$ cat src/rtl/tug_field.sv
// Tug-of-war playfield: a light walks between two players, first to 7 wins.
// Optional LFSR-driven computer player on the left side.
module tug_field #(
  parameter int HOLD_CYCLES = 4
) (
  input  logic       Clock,
  input  logic       Reset,
  input  logic       LeftPress,
  input  logic       RightPress,
  input  logic       CpuEnable,
  input  logic [8:0] Difficulty,
  output logic [8:0] Leds,
  output logic [1:0] Winner,
  output logic [2:0] LeftScore,
  output logic [2:0] RightScore,
  output logic       GameOver
);

  localparam int CW = (HOLD_CYCLES > 1) ? $clog2(HOLD_CYCLES) : 1;
  localparam logic [CW-1:0] LAST = CW'(HOLD_CYCLES - 1);
  localparam logic [8:0] CENTRE = 9'b000010000;

  typedef enum logic [1:0] {
    PLAY,
    HOLD,
    OVER
  } state_t;

  state_t        state, state_n;
  logic [9:0]    lfsr;
  logic [CW-1:0] cnt, cnt_n;
  logic [8:0]    leds_n;
  logic [1:0]    winner_n;
  logic [2:0]    ls_n, rs_n;
  logic          over_n;
  logic          cpu_press, lp, rp;

  assign cpu_press = ({1'b0, Difficulty} > lfsr);
  assign lp = CpuEnable ? cpu_press : LeftPress;
  assign rp = RightPress;

  always_ff @(posedge Clock) begin
    if (Reset) begin
      state      <= PLAY;
      lfsr       <= '0;
      cnt        <= '0;
      Leds       <= CENTRE;
      Winner     <= 2'b00;
      LeftScore  <= '0;
      RightScore <= '0;
      GameOver   <= 1'b0;
    end else begin
      state      <= state_n;
      lfsr       <= {lfsr[8:0], ~(lfsr[9] ^ lfsr[6])};
      cnt        <= cnt_n;
      Leds       <= leds_n;
      Winner     <= winner_n;
      LeftScore  <= ls_n;
      RightScore <= rs_n;
      GameOver   <= over_n;
    end
  end

  always_comb begin
    state_n  = state;
    cnt_n    = cnt;
    leds_n   = Leds;
    winner_n = Winner;
    ls_n     = LeftScore;
    rs_n     = RightScore;
    over_n   = GameOver;
    case (state)
      PLAY: begin
        if (lp && !rp) begin
          if (Leds[8]) begin
            leds_n   = '0;
            winner_n = 2'b10;
            ls_n     = LeftScore + 3'd1;
            cnt_n    = '0;
            if (LeftScore == 3'd6) begin
              state_n = OVER;
              over_n  = 1'b1;
            end else begin
              state_n = HOLD;
            end
          end else begin
            leds_n = Leds << 1;
          end
        end else if (rp && !lp) begin
          if (Leds[0]) begin
            leds_n   = '0;
            winner_n = 2'b01;
            rs_n     = RightScore + 3'd1;
            cnt_n    = '0;
            if (RightScore == 3'd6) begin
              state_n = OVER;
              over_n  = 1'b1;
            end else begin
              state_n = HOLD;
            end
          end else begin
            leds_n = Leds >> 1;
          end
        end
      end
      HOLD: begin
        if (cnt == LAST) begin
          state_n = PLAY;
          leds_n  = CENTRE;
        end else begin
          cnt_n = cnt + 1'b1;
        end
      end
      OVER: begin
        leds_n = '0;
      end
      default: begin
        state_n = PLAY;
        leds_n  = CENTRE;
      end
    endcase
  end

endmodule

$ cat config.mk
export PLATFORM = sky130hd
export DESIGN_NAME = tug_field
export DESIGN_NICKNAME = d
export VERILOG_FILES = /design/src/rtl/tug_field.sv
export SDC_FILE = /design/constraint.sdc
export NUM_CORES = 1
export LEC_CHECK = 0
export CORE_MARGIN = 2
export CORE_UTILIZATION = 40
export DETAILED_ROUTE_END_ITERATION = 8
export GPL_TIMING_DRIVEN = 0
export PLACE_DENSITY = 0.73
export SYNTH_ARGS = -nofsm -noshare
export SYNTH_HDL_FRONTEND = slang
export SYNTH_SLANG_ARGS = --single-unit
$ cat constraint.sdc
create_clock -name Clock -period 3.8 [get_ports Clock]
set_input_delay 0.76 -clock Clock [delete_from_list [all_inputs] [get_ports Clock]]
set_output_delay 0.76 -clock Clock [all_outputs]
set_load 0.02 [all_outputs]
==> results by group <==
Detailed routing
  • DRC viols: 0
  • Routed Antenna Nets: 0
  • Via/cell ratio: 5.06
  • Routed len/inst: 12.0 um
  • WL final: 3310 um
  • DR iter-0 viols: 73
  • First-pass DRT Iterations: 4
  • Vias: 1401

Floorplanning
  • Initial core utilization: 41.4%
  • Die ar.: 4670 um2
  • Number of I/O pins: 32
  • # rows: 23
  • Die W: 68.3 um
  • Die Height: 68.3 um
  • Core Area: 4000 um2

Worst hold path
  • Hold path start: lfsr[3]
  • Hold Path Class: reg2reg
  • Worst Hold Depth: 2
  • Hold endpoint: lfsr[4]

Logic synthesis
  • Syn avg cell area: 8.76 um2
  • Mapped Nets: 219
  • Seq/Total Area, Yosys: 38.7%
  • #FFs+latches synth: 32
  • Cells after Synth: 189
  • Post-synthesis cell area: 1660 um2
  • Distinct cells, synth: 40
  • Yosys warning total: 0

STA
  • Setup TNS: 0 ns
  • Final Max Tran Viols: 0
  • Count of final setup violators: 0
  • Period utilization: 87.4%
  • Final min period: 3.32 ns
  • Worst Max-Slew Pin Slew: 0.529 ns
  • Worst slew margin: 64.8%
  • Post-route clock skew: 0.00259 ns
  • RSZ-0062 raised after global routing: false
  • Fmax: 0.301 GHz
  • Fin. Hold Viols: 0

CTS
  • TritonCTS buffer count: 5
  • CTS Buffer Depth: 2
  • Worst-Skew Late Latency: 0.28 ns
  • Worst-path clk slew: 0.06 ns
  • Post-cts resize count: 0
  • Hold_buf cts: 0
  • Root Driver: clkbuf_8
  • CTS H-Tree Depth: 2
  • Setup bufs post-CTS: 0
  • Sink Count: 32
  • CTS tree: done

Finish
  • Filler instances: 388
  • # nets final: 257
  • Design area: 2120 um2
  • Ratio of cells with drive above 1 in the final layout: 9.25%
  • # diodes: 0
  • Non-filler cells, final: 277
  • Storage cell area: 641 um2
  • Synthesis-to-layout area growth: 28.3%
  • Commonest non-fill, non-tap cell in the layout: dfxtp_1
  • Multi-input logic area: 892 um2
  • Commonest non-fill, non-tap cells in the layout: dfxtp_1, nor2_1, clkdlybuf4s50_1

Critical path
  • Type of origin of the critical path: input pin
  • Setup crit end kind: register
  • RR Startpoint: lfsr[1]
  • Reg2Reg Capture Point: Leds[4]
  • Reg2Reg Setup Slack: 1.04 ns
  • Crit path kind: in2reg
  • Reg2Reg Depth: 12
  • Worst Path Required: 3.97 ns
  • Worst Path Max Fanout: 10
  • Worst EP arrival: 3.49 ns

GRT
  • Global-route wire length before repair: 5750 um
  • Vias in the first global route: 1294
  • Congestion Overflow GR: 0
  • Largest net degree at the start of global routing: 11
  • Total GRT Usage: 16.6%
  • Initial antenna violation count: 0

Placement
  • IO Port Bufs: 31
  • Placed Area: 2030 um2
  • Dpl hpwl: 2440 um
  • Final Wtd Congestion: 0.837
  • Dpl cells: 270

Pwr
  • Power per cell area: 339 nW/um2
  • VDD IR max: 0.238 mV
  • P_leak: 0.825 nW

Flow run
  • Max-cap violations: 0

Status
  • Status: finished, final reports clean
[layout make-up]
type	instances	share of cell area [%]
Tap cell	50	2.94
Timing Repair Buffer	31	14.6
Clock buffer	7	4.53
Sequential cell	32	30.2
Inverter	18	3.18
Multi-Input combinational cell	130	42.0
Buffer	9	2.59
[power by group]
group	switching (mW)	leakage, nW	internal [mW]
Clock	0.116	0.0503	0.161
Sequential	0.00575	0.259	0.343
Combinational	0.0492	0.515	0.0464
Total	0.171	0.825	0.550
[how the worst max path moves through the flow]
stage / from / to / cells after the start
after floorplan: Difficulty[1] / Leds[4] / 11
after global placement: Difficulty[1] / Leds[4] / 12
after detailed placement: Difficulty[1] / Leds[4] / 12
after CTS: Difficulty[1] / Leds[4] / 12
after global routing: Difficulty[1] / Leds[4] / 12
final: Difficulty[1] / Leds[4] / 12
[synth_stat cells]
cell,count,area share [%]
a211oi_1,3,1.4
a211oi_2,1,0.76
a211oi_4,1,1.2
a21oi_1,10,3.0
a22o_1,1,0.53
a22oi_1,7,3.2
a31oi_1,1,0.38
a32oi_1,1,0.53
and2b_1,1,0.45
and3b_1,1,0.53
and4b_1,1,0.60
buf_2,2,0.60
buf_4,1,0.45
buf_6,2,1.4
clkbuf_1,4,0.91
dfxtp_1,32,39
ha_1,16,12
inv_1,18,4.1
mux2_2,1,0.68
nand2_1,13,2.9
nand2_2,1,0.38
nand2b_1,2,0.76
nand3_1,5,1.5
nand3b_4,1,1.2
nand4_1,1,0.38
nor2_1,31,7.0
nor2_2,1,0.38
nor2b_1,2,0.76
nor3_1,4,1.2
nor3_2,1,0.60
nor3_4,2,2.0
nor3b_1,2,0.91
o2111ai_1,1,0.53
o21a_1,1,0.45
o21ai_0,6,1.8
o21bai_1,2,0.91
o32a_1,1,0.60
o32ai_1,3,1.6
xnor2_1,2,1.1
xor2_1,3,1.6
[metal layers]
| metal | vias up | GRT usage [%] | routed length [um] |
|---|---|---|---|
| li1 | 717 | - | - |
| met2 | 37 | 27.2 | 1500 |
| met5 | - | 0 | 0 |
| met3 | 7 | 5.59 | 191 |
| met1 | 640 | 20.0 | 1560 |
| met4 | 0 | 6.25 | 64 |
[worst max-delay path, cell delays in order]
cell and delay (ns):
clkdlybuf4s50_1 0.41, ha_1 0.31, nor2b_1 0.14, o2111ai_1 0.17, a31oi_1 0.12, a211oi_1 0.29
o21ai_0 0.17, ha_1 0.40, nor2_2 0.07, a211oi_4 0.42, and2b_1 0.19, o21bai_1 0.06
[state kept, by name, summed over array words and instances (netlist names)]
register / cells
LeftScore: 3
RightScore: 3
GameOver: 1
state: 2
Leds: 9
cnt: 2
lfsr: 10
Winner: 2
[per-stage QoR]
step                      hold slack [ns]  setup WS, ns  utilization (%)  power [mW]
after floorplan                     0.420         0.899                -       0.414
after global placement              0.436         0.191             50.7       0.450
after detailed placement            0.439         0.139             50.7       0.451
after CTS                           0.448         0.433             53.1       0.733
after global routing                0.469         0.181             53.1       0.757
final                               0.443         0.478             53.1       0.721
[cells by family after synthesis]
kind of cell,Yosys count,share of synthesized area [%]
AOI/OAI and AO/OA,39,16.9
xor gates and xnor gates,5,2.65
adders and majority gates,16,12.1
buffers and inverters,27,7.41
DFF,32,38.7
muxes,1,0.680
and+or+nand+nor,69,21.6
No activity file was read; power rests on OpenSTA's default activity.
